`src/rtl/p2_mem_read.sv`:
```
// Read-side streamer for the pooling-2 output memory: walks addresses 0..DEPTH-1,
// buffers the latency-1 read data in a 2-entry FIFO and streams it over valid/ready.
module p2_mem_read #(
    parameter int unsigned DATA_W = 16,
    parameter int unsigned ADDR_W = 4,
    parameter int unsigned DEPTH  = 16
) (
    input  logic              clk,
    input  logic              reset,
    input  logic              start,
    output logic [ADDR_W-1:0] addr0,
    output logic              rd_en,
    input  logic [DATA_W-1:0] rdata,
    output logic [DATA_W-1:0] out_data,
    output logic              out_valid,
    input  logic              out_ready,
    output logic              out_last,
    output logic              busy,
    output logic              done
);

    localparam int unsigned CNT_W = $clog2(DEPTH + 1);
    localparam logic [CNT_W-1:0] W_DEPTH    = CNT_W'(DEPTH);
    localparam logic [CNT_W-1:0] W_LAST_IDX = CNT_W'(DEPTH - 1);

    typedef enum logic [1:0] {
        S_IDLE = 2'd0,
        S_READ = 2'd1,
        S_DONE = 2'd2
    } state_t;

    state_t r_state;
    state_t w_state_nxt;

    logic [CNT_W-1:0]  r_issued;
    logic [CNT_W-1:0]  r_xfer;
    logic [ADDR_W-1:0] r_addr;
    logic              r_inflight;
    logic              r_busy;
    logic              r_done;

    logic [DATA_W-1:0] r_fifo [2];
    logic              r_wr_ptr;
    logic              r_rd_ptr;
    logic [1:0]        r_count;

    logic w_rd_en;
    logic w_push;
    logic w_pop;
    logic w_valid;
    logic w_last;
    logic w_last_xfer;

    assign w_valid     = (r_count != 2'd0);
    assign w_last      = w_valid && (r_xfer == W_LAST_IDX);
    assign w_pop       = w_valid && out_ready;
    assign w_push      = r_inflight;
    assign w_last_xfer = w_pop && w_last;

    // Next state and issue decision; a pop this cycle frees a slot for a new read.
    always_comb begin
        w_state_nxt = r_state;
        w_rd_en     = 1'b0;
        case (r_state)
            S_IDLE: begin
                if (start) w_state_nxt = S_READ;
            end
            S_READ: begin
                w_rd_en = (r_issued < W_DEPTH) &&
                          ((3'({1'b0, r_count}) + 3'(r_inflight)) < (3'd2 + 3'(w_pop)));
                if (w_last_xfer) w_state_nxt = S_DONE;
            end
            S_DONE: begin
                if (start) w_state_nxt = S_READ;
            end
            default: w_state_nxt = S_IDLE;
        endcase
    end

    always_ff @(posedge clk) begin
        if (reset) begin
            r_state <= S_IDLE;
            r_busy  <= 1'b0;
            r_done  <= 1'b0;
        end else begin
            r_state <= w_state_nxt;
            r_busy  <= (w_state_nxt == S_READ);
            r_done  <= (w_state_nxt == S_DONE);
        end
    end

    // Issue/transfer bookkeeping; counters return to zero once the last word leaves.
    always_ff @(posedge clk) begin
        if (reset) begin
            r_issued   <= '0;
            r_xfer     <= '0;
            r_addr     <= '0;
            r_inflight <= 1'b0;
            r_wr_ptr   <= 1'b0;
            r_rd_ptr   <= 1'b0;
            r_count    <= 2'd0;
        end else begin
            r_inflight <= w_rd_en;
            if (w_rd_en) begin
                r_addr   <= r_addr + ADDR_W'(1);
                r_issued <= r_issued + CNT_W'(1);
            end
            if (w_push) r_wr_ptr <= ~r_wr_ptr;
            if (w_pop) begin
                r_rd_ptr <= ~r_rd_ptr;
                r_xfer   <= r_xfer + CNT_W'(1);
            end
            case ({w_push, w_pop})
                2'b10:   r_count <= r_count + 2'd1;
                2'b01:   r_count <= r_count - 2'd1;
                default: r_count <= r_count;
            endcase
            if (w_last_xfer) begin
                r_issued <= '0;
                r_xfer   <= '0;
            end
        end
    end

    // FIFO storage needs no reset; occupancy is tracked by r_count.
    always_ff @(posedge clk) begin
        if (w_push) r_fifo[r_wr_ptr] <= rdata;
    end

    assign addr0     = r_addr;
    assign rd_en     = w_rd_en;
    assign out_data  = r_fifo[r_rd_ptr];
    assign out_valid = w_valid;
    assign out_last  = w_last;
    assign busy      = r_busy;
    assign done      = r_done;

endmodule

```
`config.mk`:
```
export PLATFORM = sky130hd
export DESIGN_NAME = p2_mem_read
export DESIGN_NICKNAME = d
export VERILOG_FILES = /design/src/rtl/p2_mem_read.sv
export SDC_FILE = /design/constraint.sdc
export NUM_CORES = 1
export LEC_CHECK = 0
export BUFFER_PORTS_ARGS = -buffer_cell sky130_fd_sc_hd__buf_4
export CAP_MARGIN = 20
export CORE_AREA = 2 2 74 76
export CTS_BUF_LIST = sky130_fd_sc_hd__clkbuf_4 sky130_fd_sc_hd__clkbuf_8
export DETAILED_ROUTE_END_ITERATION = 6
export DIE_AREA = 0 0 76 78
export GPL_TIMING_DRIVEN = 1
export PLACE_DENSITY = 0.78
export REMOVE_ABC_BUFFERS = 1
export SLEW_MARGIN = 20
export SYNTH_ARGS = -nofsm -noshare
export SYNTH_HDL_FRONTEND = slang
export SYNTH_SLANG_ARGS = --single-unit
```
`constraint.sdc`:
```
create_clock -name clk -period 2 [get_ports clk]
set_clock_uncertainty 0.2 [all_clocks]
set_input_delay 0.3 -clock clk [delete_from_list [all_inputs] [get_ports clk]]
set_output_delay 0.3 -clock clk [all_outputs]
set_load 0.03 [all_outputs]
```
==> flow_summary.json, run 1 <==
{
  "dp_hpwl_um": 2780,
  "synth.yosys.seq_area_share_pct": 64.4,
  "setup.worst_path.start": "r_count[0]$_SDFFE_PP0P_",
  "path_clk_slew_ns": 0.10,
  "min-delay-path-class": "in2reg",
  "r2r_start": "r_count[0]$_SDFFE_PP0P_",
  "die_h_um": 78,
  "grt_pass1_vias": 1485,
  "vias": 1513,
  "final_core_utilization_pct": 61.1,
  "max_freq_ghz": 0.488,
  "final_design_area_no_fill_mm2": 0.00308,
  "rsz0062_at_grt": "true",
  "maxSlewHeadroom_pct": 81.7,
  "io_pins": 45,
  "worstHoldEndpoint": "busy$_SDFF_PP0_",
  "reg2regPathDepth": 6,
  "cp_max_fo": 3,
  "cp.arrival_ns": 1.55,
  "wire_per_inst_um": 13.4,
  "dieWidth_um": 76,
  "vias_per_cell": 4.77,
  "setup_tns_ns": -0.0803,
  "max_cap_viol_count": 0,
  "hold_start": "start",
  "grt_start_max_net_pins": 19,
  "synthCells": 171,
  "drc": 0,
  "fill_cells": 400,
  "area_delta_synth_final_pct": 37.8,
  "synth_edf_count": 32,
  "synth.top_cell.area_share_pct": 43.0,
  "row_count": 26,
  "finalSetupViolCount": 2,
  "htreeDepth": 2,
  "syn_area_mm2": 0.00224,
  "clk_latency_ns": 0.30,
  "pwr_density_cell_mw_per_mm2": 874,
  "cts_root_buf": "clkbuf_8",
  "placed_area_mm2": 0.00271,
  "grt_pass1_wl_um": 7060,
  "r2r-end": "addr0[3]$_SDFFE_PP0P_",
  "yosys.area.top_type": "edfxtp_1",
  "grt_overflow": 0,
  "reg2reg_slack_ns": -0.03,
  "ys_types": 37,
  "wl_um": 4260,
  "status": "complete, but fails checks",
  "tightest_slew_ns": 0.272,
  "io_buffers": 44,
  "layout-drive-gt1-share_pct": 42.1,
  "async_flop_share_pct": 0,
  "antenna_found_initial": 0,
  "critPathLaunchType": "register",
  "drv_slew": 0,
  "drt-initial-drc-count": 100,
  "yosys-top-cells-area": "edfxtp_1 43%, dfxtp_1 21%, mux2_2 8.6%",
  "cts_buffers": 5,
  "yosysWarnings": 0,
  "cts_max_path_buffers": 2,
  "synth_seq_cells": 56,
  "multiInputGateArea_um2": 828,
  "hold_slack_ns": 0.0586,
  "dieArea_mm2": 0.00593,
  "syn_avg_cell_area_um2": 13.1,
  "finalCritPeriodShare_pct": 102,
  "worst_slack_ns": -0.0479,
  "worstSetupEndpointType": "output pin",
  "cellLeakagePower_nw": 1.18,
  "cts_sinks": 56,
  "finalHoldViolCount": 0,
  "dr.pass1.iters": 4,
  "violations": "negative setup slack",
  "pre_cts_ws_ns": -0.0532,
  "crit_required_ns": 1.50,
  "post-route-min-period_ns": 2.05,
  "insertedDiodeCount": 0,
  "ys.flop_type": "edfxtp_1",
  "cts_tree": "built",
  "whs_path_depth": 3,
  "design.core.area_mm2": 0.00504,
  "grt_usage_pct": 15.0,
  "worst-setup-path-type": "reg2out",
  "drtAntennaViolNets": 0,
  "seqCellArea_mm2": 0.00145,
  "ir_drop_v": 0.000662,
  "start_util_pct": 44.4,
  "finalNetCount": 273,
  "routabilityCongestion": 0.749
}
## routing by layer
| metal | part of all wire (%) | global-route usage (%) | vias to the layer above |
|---|---|---|---|
| met5 | 0 | 0 | - |
| met1 | 47 | 19.0 | 696 |
| met3 | 5.4 | 4.88 | 6 |
| met4 | 1.3 | 4.73 | 0 |
| li1 | - | - | 768 |
| met2 | 46 | 24.6 | 43 |
## timing repair
action | in CTS | in global routing
buffers inserted | 3 | 1
gates resized for setup | 12 | 8
hold endpoints to repair | 32 | 0
cloned | 0 | 0
setup endpoints to repair | 7 | 7
pin swaps | 3 | 1
hold buffers | 16 | 0
## cell families after synthesis
logic type	after synthesis	synth area share, %
xor+xnor	7	2.74
simple gates	46	11.2
mux	17	8.56
buf+inv	12	2.29
compound gates	26	6.82
flops	56	64.4
fa+ha+maj	7	3.91
## cells in the mapped netlist, drive strengths merged, types with 4 or more instances
| library cell | instances |
|---|---|
| or3 | 5 |
| nand2 | 5 |
| a21oi | 11 |
| nor2 | 16 |
| mux2 | 17 |
| o21ai | 8 |
| inv | 4 |
| dfxtp | 24 |
| buf | 4 |
| xnor2 | 4 |
| ha | 7 |
| clkbuf | 4 |
| nand3 | 4 |
| edfxtp | 32 |
## cells in the final DEF, fill, tap and decap left out, types with 2 or more instances in the layout
master	netlist	routed
nand2_1	5	5
or4_1	2	2
buf_4	1	59
ha_4	0	3
a21oi_1	11	10
mux2_2	17	17
dfxtp_1	24	20
dfxtp_2	0	4
xnor2_1	4	4
and2_1	2	2
inv_1	3	3
dlygate4sd3_1	0	16
edfxtp_1	32	32
ha_1	7	3
or3_1	5	4
clkbuf_8	0	5
nor2_1	16	15
o21ai_0	7	7
nand4_1	2	2
nand3_1	4	4
xor2_1	3	3
## area by class of cell
| class | count | share of cell area, % |
|---|---|---|
| clock inverters | 3 | 0.690 |
| inverters | 4 | 0.487 |
| clock buffers | 5 | 2.23 |
| multi-input cells | 103 | 26.9 |
| repair buffers | 76 | 19.9 |
| well taps | 70 | 2.84 |
| flip-flops and latches | 56 | 46.9 |
## where the power goes
group	switching [mW]	internal [mW]	total (mW)
clock network	0.362	0.249	0.611
registers	0.0402	1.29	1.33
logic	0.402	0.349	0.752
## worst max-delay path, stage by stage, from the launching register on
cell,delay (ns)
dfxtp_2,0.35
ha_4,0.16
ha_4,0.15
or3_4,0.35
nor2_4,0.11
buf_6,0.13
## worst max path at each step
stage | endpoint | slack (ns)
2_1_floorplan | rd_en | -0.13
3_3_place_gp | addr0[3]$_SDFFE_PP0P_ | 0.02
3_5_place_dp | addr0[2]$_SDFFE_PP0P_ | -0.05
4_1_cts | rd_en | -0.08
5_1_grt | rd_en | -0.1
6_report | rd_en | -0.05
## metrics by stage
stage | std cells | total power [mW]
4_1_cts | 316 | 2.70
5_1_grt | 317 | 2.82
3_5_place_dp | 289 | 2.02
2_1_floorplan | 163 | 1.77
6_report | 317 | 2.69
3_3_place_gp | 289 | 2.01
## flip-flops by register name (all words and copies together), names as in the netlist, named ones only
signal,count
r_rd_ptr,1
r_issued,5
busy,1
r_count,2
done,1
r_state,2
addr0,4
r_fifo,32
r_xfer,5
r_inflight,1
r_wr_ptr,1
No activity file was read; power rests on OpenSTA's default activity.
==> inputs of run 2 (changes only) <==
--- a/config.mk
+++ b/config.mk
@@ -7,12 +7,12 @@
 export LEC_CHECK = 0
 export BUFFER_PORTS_ARGS = -buffer_cell sky130_fd_sc_hd__buf_4
 export CAP_MARGIN = 20
-export CORE_AREA = 2 2 74 76
+export CORE_AREA = 2 2 70 72
 export CTS_BUF_LIST = sky130_fd_sc_hd__clkbuf_4 sky130_fd_sc_hd__clkbuf_8
 export DETAILED_ROUTE_END_ITERATION = 6
-export DIE_AREA = 0 0 76 78
+export DIE_AREA = 0 0 72 74
 export GPL_TIMING_DRIVEN = 1
-export PLACE_DENSITY = 0.78
+export PLACE_DENSITY = 0.85
 export REMOVE_ABC_BUFFERS = 1
 export SLEW_MARGIN = 20
 export SYNTH_ARGS = -nofsm -noshare
==> flow_summary.json, run 2 (synthesis gave the netlist of run 1 again) <==
{
  "clk_latency_ns": 0.31,
  "max_freq_ghz": 0.482,
  "regMostFlops": "r_fifo",
  "stdcell_count": 304,
  "rsz0062_at_grt": "true",
  "layout_commonest_cell": "buf_4",
  "final_design_area_no_fill_mm2": 0.00310,
  "vias": 1611,
  "worst_slack_ns": -0.0768,
  "cts_max_path_buffers": 2,
  "htreeDepth": 2,
  "layout_common_cells": "60 x buf_4, 32 x edfxtp_1, 20 x dfxtp_1",
  "finalHoldViolCount": 0,
  "whs_path_depth": 3,
  "io_buffers": 44,
  "max_cap_viol_count": 0,
  "drt-initial-drc-count": 66,
  "switching_share_pct": 29.9,
  "finalNetCount": 276,
  "cellLeakagePower_nw": 1.19,
  "status": "complete, but fails checks",
  "grt_pass1_vias": 1628,
  "finalCritPeriodShare_pct": 104,
  "largest_register_ffs": 32,
  "violations": "negative setup slack",
  "pre_cts_ws_ns": -0.0601,
  "grt_pass1_wl_um": 7630,
  "cp.arrival_ns": 1.58,
  "top_regs": "r_fifo (32), r_issued (5), r_xfer (5)",
  "vias_per_cell": 5.30,
  "layout-drive-gt1-share_pct": 44.0,
  "cp_max_fo": 3,
  "placed_area_mm2": 0.00270,
  "pwr-share-seq_pct": 49.1,
  "io_pins": 45,
  "fin_total_pwr_mw": 2.72,
  "die_h_um": 74,
  "pwr-share-comb_pct": 28.4,
  "wire_per_inst_um": 16.0,
  "p_int_mw": 1.91,
  "hold_slack_ns": 0.0568,
  "maxSlewHeadroom_pct": 81.3,
  "post-route-min-period_ns": 2.08,
  "worstSetupEndpointType": "output pin",
  "ir_drop_v": 0.000421,
  "dp_cells": 274,
  "start_util_pct": 48.7,
  "path_clk_slew_ns": 0.09,
  "dieWidth_um": 72,
  "routabilityCongestion": 0.806,
  "drtAntennaViolNets": 0,
  "drv_slew": 0,
  "grt_usage_pct": 19.1,
  "antenna_found_initial": 0,
  "cts_tree": "built",
  "grt_start_max_net_pins": 18,
  "reg2regPathDepth": 6,
  "area_delta_synth_final_pct": 38.6,
  "design.core.area_mm2": 0.00460,
  "dp_hpwl_um": 2840,
  "dieArea_mm2": 0.00533,
  "row_count": 25,
  "worst-setup-path-type": "reg2out",
  "grt_overflow": 0,
  "pwr_density_cell_mw_per_mm2": 878,
  "insertedDiodeCount": 0,
  "cts_buffers": 5,
  "cts_root_buf": "clkbuf_8",
  "dr.pass1.iters": 4,
  "switching_power_mw": 0.814,
  "tightest_slew_ns": 0.278,
  "wl_um": 4860,
  "min-delay-path-class": "in2reg",
  "p_clk_share_pct": 22.6,
  "drc": 0,
  "critPathLaunchType": "register",
  "crit_required_ns": 1.50,
  "finalSetupViolCount": 4,
  "cts_sinks": 56
}
## run 2: area by class of cell
cell class / instances / area [µm²]
inverters: 4 / 15.0
fillers: 333 / 1500
flip-flops and latches: 56 / 1450
repair buffers: 79 / 644
multi-input cells: 103 / 836
clock buffers: 6 / 76.3
clock inverters: 2 / 16.3
well taps: 54 / 67.6
## run 2: metrics by stage
stage / util (%) / setup TNS, ns
after global routing: 67.5 / -0.448
after detailed placement: 58.6 / -0.105
after global placement: 58.6 / 0
after CTS: 66.8 / -0.104
after floorplan: - / -0.191
final: 67.5 / -0.163
## run 2: final timing paths
check                              start                     end  slack, ns
setup / recovery   r_inflight$_SDFF_PP0_                   rd_en      -0.08
hold / removal                     start   r_state[0]$_SDFF_PP0_       0.06
setup reg to reg   r_inflight$_SDFF_PP0_   addr0[3]$_SDFFE_PP0P_      -0.04
hold reg to reg   r_xfer[1]$_SDFFE_PP0P_  r_xfer[1]$_SDFFE_PP0P_       0.29
## run 2: per-layer routing
metal  vias to the layer above  GRT usage (%)  routed length, µm
met5                         -              0                  0
met4                         0           7.76                 70
met3                         8           4.47                217
met2                        42           36.0               2620
met1                       785           20.8               1950
li1                        776              -                  -
## run 2: worst max-delay path, cell delays in order (launching register included)
cell     delay, ns
dfxtp_2       0.35
ha_4          0.16
ha_4          0.15
or3_4         0.36
nor2_4        0.12
buf_6         0.13
## run 2: power groups by stage
stage	clock network (mW)	registers (mW)	logic [mW]
after CTS	0.642	1.33	0.753
after global routing	0.680	1.34	0.828
after global placement	0	1.35	0.664
after detailed placement	0	1.35	0.676
final	0.615	1.34	0.772
after floorplan	0	1.38	0.387
## run 2: timing repair
| item | 4_1_cts | 5_1_grt |
|---|---|---|
| endpoints found under the hold margin | 32 | 0 |
| hold buffers | 16 | 0 |
| buffers inserted | 6 | 0 |
| gates resized for setup | 20 | 6 |
| pin swaps | 7 | 3 |
| cloned | 0 | 0 |
| endpoints found under the setup margin | 6 | 7 |
==> inputs of run 3 (changes only) <==
--- a/config.mk
+++ b/config.mk
@@ -13,6 +13,7 @@
 export DIE_AREA = 0 0 72 74
 export GPL_TIMING_DRIVEN = 1
 export PLACE_DENSITY = 0.85
+export RECOVER_POWER = 25
 export REMOVE_ABC_BUFFERS = 1
 export SLEW_MARGIN = 20
 export SYNTH_ARGS = -nofsm -noshare
==> flow_summary.json, run 3 (synthesis gave the netlist of run 1 again) <==
{
  "status": "complete, but fails checks",
  "violations": "negative setup slack",
  "antenna_found_initial": 0,
  "dp_hpwl_um": 2840,
  "vias_per_cell": 5.27,
  "critPathLaunchType": "register",
  "layout-drive-gt1-share_pct": 43.6,
  "finalHoldViolCount": 0,
  "row_count": 25,
  "r2r-end": "addr0[3]$_SDFFE_PP0P_",
  "worstHoldEndpoint": "r_state[0]$_SDFF_PP0_",
  "setup_tns_ns": -0.164,
  "top_regs": "r_fifo (32), r_issued (5), r_xfer (5)",
  "whs_path_depth": 3,
  "drtAntennaViolNets": 0,
  "reg2regPathDepth": 6,
  "switching_power_mw": 0.814,
  "maxSlewHeadroom_pct": 81.3,
  "cp_max_fo": 3,
  "max_cap_viol_count": 0,
  "routabilityCongestion": 0.806,
  "min-delay-path-class": "in2reg",
  "final_design_area_no_fill_mm2": 0.00310,
  "drt-initial-drc-count": 58,
  "layout_common_cells": "47 x buf_4, 32 x edfxtp_1, 20 x dfxtp_1",
  "finalNetCount": 276,
  "grt_start_max_net_pins": 18,
  "max_freq_ghz": 0.481,
  "wl_um": 4840,
  "worstSetupEndpointType": "output pin",
  "dr.pass1.iters": 4,
  "dieArea_mm2": 0.00533,
  "cts_root_buf": "clkbuf_8",
  "finalCritPeriodShare_pct": 104,
  "cellLeakagePower_nw": 1.19,
  "placed_area_mm2": 0.00270,
  "p_int_mw": 1.91,
  "dieWidth_um": 72,
  "htreeDepth": 2,
  "start_util_pct": 48.7,
  "drv_slew": 0,
  "cts_buffers": 5,
  "cts_max_path_buffers": 2,
  "regMostFlops": "r_fifo",
  "vias": 1603,
  "hold_slack_ns": 0.0564,
  "switching_share_pct": 29.9,
  "worst-setup-path-type": "reg2out",
  "wire_per_inst_um": 15.9,
  "grt_usage_pct": 19.1,
  "finalSetupViolCount": 4,
  "pwr_density_cell_mw_per_mm2": 878,
  "layout_commonest_cell": "buf_4",
  "drc": 0,
  "path_clk_slew_ns": 0.09,
  "tightest_slew_ns": 0.278,
  "hold_start": "start",
  "ir_drop_v": 0.000421,
  "post-route-min-period_ns": 2.08,
  "clk_latency_ns": 0.31,
  "rsz0062_at_grt": "true",
  "grt_pass1_vias": 1628,
  "final_core_utilization_pct": 67.4,
  "die_h_um": 74,
  "largest_register_ffs": 32,
  "cts_tree": "built",
  "pwr-share-comb_pct": 28.3,
  "cp.arrival_ns": 1.58,
  "r2r_start": "r_inflight$_SDFF_PP0_",
  "worst_slack_ns": -0.0771,
  "pwr-share-seq_pct": 49.1,
  "reg2reg_slack_ns": -0.04,
  "crit_required_ns": 1.50,
  "io_pins": 45,
  "cts_sinks": 56,
  "io_buffers": 44,
  "grt_pass1_wl_um": 7630,
  "area_delta_synth_final_pct": 38.5,
  "insertedDiodeCount": 0,
  "p_clk_share_pct": 22.6,
  "grt_overflow": 0,
  "design.core.area_mm2": 0.00460
}
==> run 3: worst max path at each step <==
stage	start	endpoint	slack [ns]	depth (start not counted)
floorplan	r_count[0]$_SDFFE_PP0P_	rd_en	-0.13	4
global placement	r_inflight$_SDFF_PP0_	addr0[3]$_SDFFE_PP0P_	0.008	5
detailed placement	r_inflight$_SDFF_PP0_	r_issued[0]$_SDFFE_PP0P_	-0.06	6
CTS	r_inflight$_SDFF_PP0_	rd_en	-0.07	5
global route	r_inflight$_SDFF_PP0_	rd_en	-0.13	5
finish	r_inflight$_SDFF_PP0_	rd_en	-0.08	5
==> run 3: area by class of cell <==
cell class                 instances  area, µm²
inverter                           4       15.0
clock inverter                     2       16.3
fill                             332       1500
multi-input combinational        103        836
timing repair buffer              79        641
sequential                        56       1450
clock buffer                       6       76.3
tap                               54       67.6
==> run 3: repair_timing <==
item,4_1_cts,5_1_grt
endpoints found under the hold margin,32,0
pin swaps,7,3
setup buffers,6,0
cloned,0,0
gates resized for setup,20,6
endpoints found under the setup margin,6,7
hold buffers,16,0
==> run 3: stage by stage <==
step	setup WS (ns)	std cells	total power [mW]
2_1_floorplan	-0.129	163	1.77
5_1_grt	-0.125	304	2.85
3_5_place_dp	-0.0601	274	2.03
6_report	-0.0771	304	2.72
3_3_place_gp	0.00838	274	2.01
4_1_cts	-0.0705	304	2.73
==> run 3: critical path, stage by stage (launching register included) <==
cell and delay, ns:
dfxtp_2 0.35, ha_4 0.16, ha_4 0.15, or3_4 0.36, nor2_4 0.12, buf_6 0.13
==> run 3: power by group through the flow <==
stage | logic, mW | registers [mW] | clock network (mW)
4_1_cts | 0.753 | 1.33 | 0.642
3_3_place_gp | 0.664 | 1.35 | 0
6_report | 0.770 | 1.34 | 0.615
5_1_grt | 0.825 | 1.34 | 0.680
3_5_place_dp | 0.676 | 1.35 | 0
2_1_floorplan | 0.387 | 1.38 | 0
==> run 3: routing by layer <==
layer  routed length [µm]  track usage, %  up-vias
met5                    0               0        -
met4                   70            7.76        0
met3                  225            4.47        8
met2                 2610            36.0       44
met1                 1930            20.8      775
li1                     -               -      776
